$ cat src/rtl/ps2_host_tx.sv
// PS/2 host-to-device transmitter: inhibit, request-to-send, shift on device clocks, ack check.
// Optional watchdog enabled by defining PS2_TX_TIMEOUT_EN (aborts after TIMEOUT_CYCLES from REQ).
module ps2_host_tx #(
  parameter int INHIBIT_CYCLES = 5000,
  parameter int TIMEOUT_CYCLES = 1000000
) (
  input  logic       clk,
  input  logic       rst_n,
  input  logic [7:0] tx_byte,
  input  logic       tx_valid,
  output logic       tx_ready,
  input  logic       ps2_clk_in,
  input  logic       ps2_data_in,
  output logic       ps2_clk_oe,
  output logic       ps2_data_oe,
  output logic       busy,
  output logic       tx_done,
  output logic       tx_err
);

  localparam logic [2:0] S_IDLE      = 3'd0;
  localparam logic [2:0] S_INHIBIT   = 3'd1;
  localparam logic [2:0] S_REQ       = 3'd2;
  localparam logic [2:0] S_SHIFT     = 3'd3;
  localparam logic [2:0] S_ACK       = 3'd4;
  localparam logic [2:0] S_WAIT_IDLE = 3'd5;

  localparam int INH_W = (INHIBIT_CYCLES > 1) ? $clog2(INHIBIT_CYCLES) : 1;
  localparam logic [INH_W-1:0] INH_LAST = INH_W'(INHIBIT_CYCLES - 1);
  localparam logic [INH_W-1:0] INH_PRE  = INH_W'((INHIBIT_CYCLES > 1) ? INHIBIT_CYCLES - 2 : 0);
  localparam logic INH_ONE = (INHIBIT_CYCLES == 1);

  logic [1:0] pin_raw;
  logic [1:0] pin_sync;
  logic       clk_sync;
  logic       data_sync;
  logic       clk_sync3_reg;
  logic       fall;

  genvar gi;

  assign pin_raw = {ps2_data_in, ps2_clk_in};

  generate
    for (gi = 0; gi < 2; gi++) begin : g_sync
      logic sync1_reg;
      logic sync2_reg;
      always_ff @(posedge clk or negedge rst_n) begin
        if (!rst_n) begin
          sync1_reg <= 1'b1;
          sync2_reg <= 1'b1;
        end else begin
          sync1_reg <= pin_raw[gi];
          sync2_reg <= sync1_reg;
        end
      end
      assign pin_sync[gi] = sync2_reg;
    end
  endgenerate

  assign clk_sync  = pin_sync[0];
  assign data_sync = pin_sync[1];

  always_ff @(posedge clk or negedge rst_n) begin
    if (!rst_n) begin
      clk_sync3_reg <= 1'b1;
    end else begin
      clk_sync3_reg <= clk_sync;
    end
  end

  assign fall = ~clk_sync & clk_sync3_reg;

  logic [2:0]       state_reg, state_next;
  logic [7:0]       byte_reg, byte_next;
  logic             parity_reg, parity_next;
  logic [3:0]       edge_cnt_reg, edge_cnt_next;
  logic [INH_W-1:0] inh_cnt_reg, inh_cnt_next;
  logic             ack_reg, ack_next;
  logic             clk_oe_reg, clk_oe_next;
  logic             data_oe_reg, data_oe_next;
  logic             done_reg, done_next;
  logic             err_reg, err_next;
  logic             wd_expired;

`ifdef PS2_TX_TIMEOUT_EN
  localparam int WD_W = (TIMEOUT_CYCLES > 1) ? $clog2(TIMEOUT_CYCLES) : 1;
  localparam logic [WD_W-1:0] WD_LAST = WD_W'(TIMEOUT_CYCLES - 1);

  logic [WD_W-1:0] wd_cnt_reg, wd_cnt_next;
  logic            wd_active;

  // The watchdog runs from REQ entry; the REQ cycle itself is count zero.
  assign wd_active   = (state_reg != S_IDLE) && (state_reg != S_INHIBIT);
  assign wd_cnt_next = wd_active ? wd_cnt_reg + 1'b1 : '0;
  assign wd_expired  = wd_active && (wd_cnt_reg == WD_LAST);

  always_ff @(posedge clk or negedge rst_n) begin
    if (!rst_n) begin
      wd_cnt_reg <= '0;
    end else begin
      wd_cnt_reg <= wd_cnt_next;
    end
  end
`else
  logic unused_timeout;
  assign unused_timeout = (TIMEOUT_CYCLES != 0);
  assign wd_expired     = 1'b0;
`endif

  always_comb begin
    state_next    = state_reg;
    byte_next     = byte_reg;
    parity_next   = parity_reg;
    edge_cnt_next = edge_cnt_reg;
    inh_cnt_next  = inh_cnt_reg;
    ack_next      = ack_reg;
    clk_oe_next   = clk_oe_reg;
    data_oe_next  = data_oe_reg;
    done_next     = 1'b0;
    err_next      = 1'b0;
    case (state_reg)
      S_IDLE: begin
        if (tx_valid) begin
          byte_next     = tx_byte;
          parity_next   = ~^tx_byte;
          edge_cnt_next = 4'd0;
          inh_cnt_next  = '0;
          clk_oe_next   = 1'b1;
          data_oe_next  = INH_ONE;
          state_next    = S_INHIBIT;
        end
      end
      S_INHIBIT: begin
        inh_cnt_next = inh_cnt_reg + 1'b1;
        // Start bit appears on the final inhibit cycle, so arm it one cycle early.
        if (!INH_ONE && inh_cnt_reg == INH_PRE) data_oe_next = 1'b1;
        if (inh_cnt_reg == INH_LAST) state_next = S_REQ;
      end
      S_REQ: begin
        clk_oe_next = 1'b0;
        state_next  = S_SHIFT;
      end
      S_SHIFT: begin
        if (fall) begin
          edge_cnt_next = edge_cnt_reg + 4'd1;
          if (edge_cnt_reg < 4'd8) begin
            data_oe_next = ~byte_reg[edge_cnt_reg[2:0]];
          end else if (edge_cnt_reg == 4'd8) begin
            data_oe_next = ~parity_reg;
          end else begin
            data_oe_next = 1'b0;
            state_next   = S_ACK;
          end
        end
      end
      S_ACK: begin
        if (fall) begin
          ack_next   = ~data_sync;
          state_next = S_WAIT_IDLE;
        end
      end
      S_WAIT_IDLE: begin
        if (clk_sync && data_sync) begin
          done_next  = ack_reg;
          err_next   = ~ack_reg;
          state_next = S_IDLE;
        end
      end
      default: begin
        clk_oe_next  = 1'b0;
        data_oe_next = 1'b0;
        state_next   = S_IDLE;
      end
    endcase
    if (wd_expired) begin
      clk_oe_next  = 1'b0;
      data_oe_next = 1'b0;
      done_next    = 1'b0;
      err_next     = 1'b1;
      state_next   = S_IDLE;
    end
  end

  always_ff @(posedge clk or negedge rst_n) begin
    if (!rst_n) begin
      state_reg    <= S_IDLE;
      byte_reg     <= 8'h00;
      parity_reg   <= 1'b0;
      edge_cnt_reg <= 4'd0;
      inh_cnt_reg  <= '0;
      ack_reg      <= 1'b0;
      clk_oe_reg   <= 1'b0;
      data_oe_reg  <= 1'b0;
      done_reg     <= 1'b0;
      err_reg      <= 1'b0;
    end else begin
      state_reg    <= state_next;
      byte_reg     <= byte_next;
      parity_reg   <= parity_next;
      edge_cnt_reg <= edge_cnt_next;
      inh_cnt_reg  <= inh_cnt_next;
      ack_reg      <= ack_next;
      clk_oe_reg   <= clk_oe_next;
      data_oe_reg  <= data_oe_next;
      done_reg     <= done_next;
      err_reg      <= err_next;
    end
  end

  assign tx_ready    = (state_reg == S_IDLE);
  assign busy        = (state_reg != S_IDLE);
  assign ps2_clk_oe  = clk_oe_reg;
  assign ps2_data_oe = data_oe_reg;
  assign tx_done     = done_reg;
  assign tx_err      = err_reg;

endmodule

$ cat config.mk
export PLATFORM = sky130hd
export DESIGN_NAME = ps2_host_tx
export DESIGN_NICKNAME = d
export VERILOG_FILES = /design/src/rtl/ps2_host_tx.sv
export SDC_FILE = /design/constraint.sdc
export NUM_CORES = 1
export LEC_CHECK = 0
export CORE_UTILIZATION = 55
export DETAILED_ROUTE_END_ITERATION = 8
export PLACE_DENSITY = 0.77
export SYNTH_ARGS = -nofsm -noshare
export SYNTH_HDL_FRONTEND = slang
export SYNTH_SLANG_ARGS = --single-unit
$ cat constraint.sdc
create_clock -name clk -period 2.16 [get_ports clk]
set_clock_uncertainty 0.1 [all_clocks]
set_input_delay 0.432 -clock clk [delete_from_list [all_inputs] [get_ports clk]]
set_output_delay 0.432 -clock clk [all_outputs]
set_load 0.05 [all_outputs]
# After elaboration in Yosys (flattened, before gate mapping)
# Index checks and enable logic that the tools add are counted.
# Widths: inputs -> output; s select.
[op_classes]
n_reduce_logical = 15
add_sub_neg = 2
order_cmp = 2
eq_ne = 16
bitwise = 8
mux = 27
[ops]
columns = ["cell", "n"]
rows = [
  ["$eq 13x13->1 const B", 2],
  ["$pmux 13 s2", 1],
  ["$mux 3", 7],
  ["$pmux 3 s6", 1],
  ["$ne 2x2->1 const B", 8],
  ["$add 13x1->13 const B", 1],
  ["$mux 13", 1],
  ["$mux 1", 11],
  ["$mux 4", 2],
  ["$pmux 4 s2", 1],
  ["$reduce_and 2->1", 4],
  ["$reduce_xnor 8->1", 1],
  ["$not 1->1", 7],
  ["$reduce_and 7->1", 1],
  ["$eq 3x2->1 const B", 2],
  ["$eq 3x3->1 const B", 2],
  ["$add 4x1->4 const B", 1],
  ["$eq 4x4->1 const B", 1],
  ["$lt 3x4->1 const B", 1],
  ["$lt 4x4->1 const B", 1],
  ["$pmux 1 s4", 1],
  ["$reduce_and 4->1", 1],
  ["$reduce_bool 2->1", 2],
  ["$reduce_or 4->1", 1],
  ["other kinds (9)", 9],
]
[totals]
ff_bits = 39
elab_cells = 85
inputBits = 13

# Longest topological paths before layout
# Gate-level depths: netlist of run 1.
[depth]
depth_word = 6
mapped_depth = 6
depth_no_buf = 6

# Worst setup path before layout of run 1
# No wires, ideal clock.
[synth_path]
path_type = "reg-to-reg"
startpoint = "register state_reg[1]"
endpoint = "register edge_cnt_reg[0]"
path_slack_ps = -831
setup_time_ps = 130
synth_period_minus_slack_ps = 2991
arrival_time_ps = 2761
stages_incl_launch_ff = 7
required_time_ps = 1930
cell_sequence = "dfrtp_1 clkbuf_1 nor3_1 inv_1 a21o_1 nand2_1 o21ai_0"
[synth_between]
elab_chain_cells = 3
elab_cells_between_ends = 7
cone_classes = "eq/ne: 3; mux: 1; reduce/logical: 3"
[synth_rtl]
columns = ["item", "line", "text"]
rows = [
  ["start, declared", "74", "logic [2:0] state_reg, state_next;"],
  ["start signal, assigned", "198", "state_reg <= state_next;"],
  ["$logic_not 3->1 *", "n/a", ""],
  ["via tx_ready", "11", "output logic tx_ready,"],
  ["$ne 2x2->1 (no line) / $reduce_bool 2->1 (equally long branches)", "n/a", ""],
  ["$reduce_and 3->1 (no line)", "n/a", ""],
  ["end signal, assigned", "201", "edge_cnt_reg <= edge_cnt_next;"],
  ["end, declared", "77", "logic [3:0] edge_cnt_reg, edge_cnt_next;"],
]
# Mark *: on every way through the listed nets, which the timed path passes. The rest lies on a longest branch.
# A chain may end at the register's enable or synchronous reset.

# Worst setup path after layout of run 1
[layout_path]
startpoint = "register state_reg[1]"
endpoint = "output busy"
[layout_between]
elab_chain_cells = 1
[layout_rtl]
columns = ["item", "line", "text"]
rows = [
  ["$reduce_bool 3->1", "212", "assign busy = (state_reg != S_IDLE);"],
  ["end, declared", "16", "output logic busy,"],
]
# Every way passes these cells.

==> impl_metrics.ini, run 1 <==
[routing]
wire_per_inst_um = 15.0
routed_wl_um = 4000
drcViolationCount = 0
via_per_inst = 5.90
via_count = 1569
antenna_left = 0
drt_iter0_drc = 99
drt-pass1-iter-count = 4

[power]
intPower_mw = 0.989
combPwrFrac_pct = 7.0
pwr-share-clk_pct = 33.6
p_leak_nw = 1.02
ir_drop_mv = 0.328
pwr-share-seq_pct = 59.5
power_switching_share_pct = 22.5
p_per_area_nw_per_um2 = 541
switchingPower_mw = 0.287

[synth]
ys_seq_elements = 39
synth_cells = 190
netlist_area_um2 = 1990
syn_avg_cell_area_um2 = 10.5
synthTopCellsByArea = dfrtp_1, dfstp_2, mux2_2, nand2_1, mux2i_1
async_flop_share_pct = 100
yosys-top-cells-count = dfrtp_1, nand2_1, o21ai_0, nand3_1, nor2_1
ys_warn_count = 0
dominantRegCellSynth = dfrtp_1
synth_edf_count = 0
synth_nets = 207
synth_most_common_cell = dfrtp_1
synth_top_area_share_pct = 42.8
yosys.area.top_type = dfrtp_1
ys_types = 45
synth-seq-area-share_pct = 49.4

[place]
dpl.cell_count = 258
globalplace.congestion = 0.848
preCtsSetupSlack_ns = -0.0127
io_buffers = 18
place.detailed.hpwl_um = 2930

[sta]
setup_violations = 0
setup_ws_ns = 0.0873
slew_headroom_pct = 63.6
hold_viol_final = 0
setup_tns_ns = 0
max_freq_ghz = 0.482
finalCriticalPeriod_ns = 2.07
worst_hold_slack_ns = 0.0183
tightest_slew_ns = 0.540
finalCritPeriodShare_pct = 96.0
rsz0062_at_grt = false
slew_violations = 0

[floorplanning]
die_h_um = 62.1
start_util_pct = 58.7
num_io_pins = 19
core_um2 = 3390
die_w_um = 62.1
die-area_um2 = 3860
rows = 21

[global_routing]
grt_max_degree = 40
track_usage_pct = 23.5
grt_overflow = 0
grt_pass1_vias = 1569
grt_antenna_before_repair = 0
grt_first_pass_wirelength_um = 7180

[final_layout]
drive_above_1_share_pct = 18.2
stdcell_count = 266
nNetsFinal = 236
num_antenna_cells = 0
largest_register_ffs = 13
area.growth.synth_to_final_pct = 18.7

[critical_path]
r2r_cells = 4
crit_family = buffers and inverters
criticalPathCategory = reg -> out
r2r-end = state_reg[0]$_DFFE_PN0P_
worstReg2RegStart = inh_cnt_reg[5]$_DFFE_PN0P_
cp.depth = 4
cp-end-kind = output port
crit_path_start_kind = flip-flop
cp.required_ns = 1.63
startpoint = state_reg[1]$_DFFE_PN0P_
cpPeakStageDelay_ns = 0.47
r2r_slack_ns = 0.22
critical_path.max_fanout = 7
crit_buf_inv = 3
arrival_ns = 1.54
crit_end = busy
critPathSlowestCell = dfrtp_2
path_cells = buf_4 > nor3_4 > inv_1 > buf_12

[clock_tree]
post-cts-setup-buffers = 0
clock_latency_ns = 0.35
clockRootBuffer = clkbuf_4
cts_tree = built
cts_buffers = 5
clk_pin_slew_ns = 0.12
cts_sinks = 39
h-tree-depth = 2
clock_path_buffers = 2

[run_status]
status = complete, no violations

[hold_path]
min_path_type = in -> async

[job]
maxCapViolations = 0
## worst register-to-register path: cells and delay by family, from the launching register on
| family | cells | cell delay (ns) |
|---|---|---|
| AO/OA/AOI/OAI | 2 | 0.31 |
| flip-flops | 1 | 0.44 |
| AND/OR/NAND/NOR | 2 | 0.98 |
## placed cells by master, fill, tap and decap left out, drive strengths merged, types with 3 or more instances in the layout
master,count
nor2,9
clkdlybuf4s50,14
mux2i,7
nor2b,3
inv,8
o211ai,3
dfrtp,34
buf,14
dfstp,5
nand4,4
ha,4
xnor2,6
o21ai,12
nand2,21
mux2,8
clkbuf,8
a21oi,7
nand3,11
nor3,8
## power by group through the flow
| stage | sequential [mW] | clock (mW) | combinational [mW] |
|---|---|---|---|
| floorplan | 0.770 | 0 | 0.0400 |
| global placement | 0.772 | 0 | 0.0848 |
| detailed placement | 0.773 | 0 | 0.0904 |
| CTS | 0.759 | 0.438 | 0.0905 |
| global route | 0.761 | 0.469 | 0.0985 |
| finish | 0.759 | 0.428 | 0.0889 |
## logic make-up (layout without fill, tap and decap cells)
group	count (synthesis)	after routing	share of synthesized area (%)
AO/OA/AOI/OAI	37	37	12.1
adder cells (fa/ha/maj)	4	4	2.52
flip-flops	39	39	49.4
AND/OR/NAND/NOR	71	71	18.7
multiplexers	17	17	10.3
buffers and inverters	15	45	3.90
XOR/XNOR	7	7	3.08
## layer usage
layer | wire [um] | vias to the layer above | part of all wire (%) | global-route usage [%]
met5 | 0 | - | 0 | 0
met4 | 76 | 0 | 1.9 | 7.85
met3 | 159 | 8 | 4.0 | 5.70
met2 | 2080 | 37 | 52 | 39.1
met1 | 1690 | 778 | 42 | 29.9
li1 | - | 746 | - | -
## stage by stage
step / total power [mW] / instance area [um2] / utilization [%]
global placement: 0.857 / 2290 / 67.5
CTS: 1.29 / 2360 / 69.5
finish: 1.28 / 2360 / 69.6
detailed placement: 0.863 / 2290 / 67.5
floorplan: 0.810 / 2000 / -
global route: 1.33 / 2360 / 69.6
## how the worst min path moves through the flow
stage / from / to / cells after the start
global route: rst_n / tx_err$_DFF_PN0_ / 2
finish: rst_n / inh_cnt_reg[4]$_DFFE_PN0P_ / 2
floorplan: rst_n / ack_reg$_DFFE_PN0P_ / 0
detailed placement: g_sync[1].sync1_reg$_DFF_PN1_ / data_sync$_DFF_PN1_ / 0
CTS: rst_n / inh_cnt_reg[3]$_DFFE_PN0P_ / 2
global placement: g_sync[1].sync1_reg$_DFF_PN1_ / data_sync$_DFF_PN1_ / 0
## repair_timing
item	4_1_cts	5_1_grt
endpoints found under the hold margin	0	0
setup endpoints to repair	0	2
resized for setup	0	2
hold buffers	0	0
## final cells by class
class	instances	area, um2
inverter	8	30.0
fill	244	1030
timing repair buffer	29	280
tap	46	57.6
sequential	39	983
clock buffer	8	68.8
multi-input combinational	136	940
Power figures use the tool's default switching activity.
==> run 2, diff against run 1 <==
--- a/config.mk
+++ b/config.mk
@@ -7,6 +7,7 @@
 export LEC_CHECK = 0
 export CORE_UTILIZATION = 55
 export DETAILED_ROUTE_END_ITERATION = 8
+export GPL_ROUTABILITY_DRIVEN = 0
 export PLACE_DENSITY = 0.77
 export SYNTH_ARGS = -nofsm -noshare
 export SYNTH_HDL_FRONTEND = slang
==> constraint.sdc (replaced) <==
create_clock -name clk -period 2.3 [get_ports clk]
set_clock_uncertainty 0.1 [all_clocks]
set_input_delay 0.46 -clock clk [delete_from_list [all_inputs] [get_ports clk]]
set_output_delay 0.46 -clock clk [all_outputs]
set_load 0.05 [all_outputs]
==> impl_metrics.ini, run 2 (synthesis gave the netlist of run 1 again) <==
[run_status]
status = complete, no violations

[clock_tree]
cts_buffers = 5
clk_pin_slew_ns = 0.12
clockRootBuffer = clkbuf_4
clock_latency_ns = 0.36
clock_path_buffers = 2
cts_sinks = 39
hold_buffers = 0
h-tree-depth = 2
cts_resized = 0
cts_tree = built
post-cts-setup-buffers = 0

[sta]
finalCritPeriodShare_pct = 91.7
hold_viol_final = 0
finalCriticalPeriod_ns = 2.11
setup_tns_ns = 0
max_freq_ghz = 0.474
setup_violations = 0
rsz0062_at_grt = false
slew_headroom_pct = 43.5
tightest_slew_ns = 0.847
slew_violations = 0

[routing]
wire_per_inst_um = 14.8
routed_wl_um = 3860
drcViolationCount = 0
via_per_inst = 5.92
drt-pass1-iter-count = 4
antenna_left = 0
via_count = 1544
drt_iter0_drc = 77

[final_layout]
final_cell_mix = dfrtp_1, nand2_1, clkdlybuf4s50_1, o21ai_0, nand3_1
num_antenna_cells = 0
final_common_cell = dfrtp_1
final_area_um2 = 2310
nNetsFinal = 231
largest_register_ffs = 13
area.growth.synth_to_final_pct = 16.0
drive_above_1_share_pct = 15.8

[place]
io_buffers = 18
placed_cell_area_um2 = 2240
place.detailed.hpwl_um = 2810

[critical_path]
crit_path_start_kind = flip-flop
critPathSlowestCell = clkdlybuf4s50_1
path_cells = clkdlybuf4s50_1
crit_family = buffers and inverters
cp-end-kind = output port
critical_path.max_fanout = 3
crit_buf_inv = 1
criticalPathCategory = reg -> out
arrival_ns = 1.55
cp.required_ns = 1.74
cpPeakStageDelay_ns = 0.82

[floorplanning]
num_io_pins = 19
die_w_um = 62.1
core_um2 = 3390
rows = 21
start_util_pct = 58.7
die_h_um = 62.1
die-area_um2 = 3860

[power]
ir_drop_mv = 0.306
p_per_area_nw_per_um2 = 519
p_leak_nw = 0.977

[global_routing]
grt_pass1_vias = 1535
grt_first_pass_wirelength_um = 6780
grt_overflow = 0
grt_max_degree = 40
grt_antenna_before_repair = 0
track_usage_pct = 22.2

[hold_path]
min_path_type = in -> async

[job]
maxCapViolations = 0
## run 2: changes by cell type in the layout (fill, tap and decap cells not counted)
cell             before  now
buf_12                2    1
buf_4                11    7
clkdlybuf4s50_1      14   15
dfrtp_1              33   34
dfrtp_2               1    0
dlymetal6s2s_1        1    0
## run 2: stage by stage
| step | hold slack, ns | instances | utilization (%) | total power [mW] | worst slack, ns |
|---|---|---|---|---|---|
| 3_5_place_dp | 0.247 | 253 | 66.0 | 0.808 | 0.109 |
| 5_1_grt | 0.162 | 261 | 68.0 | 1.25 | 0.118 |
| 4_1_cts | 0.129 | 261 | 68.0 | 1.20 | 0.174 |
| 2_1_floorplan | 0.0644 | 190 | - | 0.761 | 0.217 |
| 3_3_place_gp | 0.246 | 253 | 66.0 | 0.803 | 0.146 |
| 6_report | 0.105 | 261 | 68.0 | 1.20 | 0.191 |
## run 2: final timing paths
check	from	endpoint	slack (ns)	depth (start not counted)
max reg2reg	inh_cnt_reg[0]$_DFFE_PN0P_	inh_cnt_reg[10]$_DFFE_PN0P_	0.31	5
min	rst_n	byte_reg[0]$_DFFE_PN0P_	0.10	1
max in group asynchronous	rst_n	state_reg[1]$_DFFE_PN0P_	1.46	1
max	ps2_clk_oe$_DFFE_PN0P_	ps2_clk_oe	0.19	1
min reg2reg	g_sync[1].sync1_reg$_DFF_PN1_	data_sync$_DFF_PN1_	0.26	0
min in group clk	g_sync[1].sync1_reg$_DFF_PN1_	data_sync$_DFF_PN1_	0.26	0
## run 2: per-layer routing
| layer | GRT usage (%) | vias up | routed length [um] |
|---|---|---|---|
| met5 | 0 | - | 0 |
| met4 | 8.43 | 0 | 55 |
| met3 | 6.25 | 6 | 122 |
| met2 | 38.7 | 21 | 2040 |
| met1 | 25.9 | 778 | 1640 |
| li1 | - | 739 | - |
## run 2: layout make-up
type / count / area (um2)
clock buffer: 8 / 68.8
fill: 262 / 1080
inverter: 8 / 30.0
multi-input combinational: 136 / 940
sequential: 39 / 982
tap: 46 / 57.6
timing repair buffer: 24 / 228
## run 2: power breakdown
| part | total [mW] | internal (mW) | leakage, nW | switching, mW |
|---|---|---|---|---|
| registers | 0.713 | 0.705 | 0.461 | 0.00859 |
| logic | 0.0797 | 0.0430 | 0.478 | 0.0367 |
| clock network | 0.403 | 0.180 | 0.0386 | 0.223 |
| total | 1.20 | 0.928 | 0.977 | 0.268 |
==> run 3, diff against run 2 <==
--- a/config.mk
+++ b/config.mk
@@ -5,6 +5,7 @@
 export SDC_FILE = /design/constraint.sdc
 export NUM_CORES = 1
 export LEC_CHECK = 0
+export CAP_MARGIN = 10
 export CORE_UTILIZATION = 55
 export DETAILED_ROUTE_END_ITERATION = 8
 export GPL_ROUTABILITY_DRIVEN = 0
==> results of run 3 <==
Same layout as run 2: the final DEF is identical, and so are final timing and power.
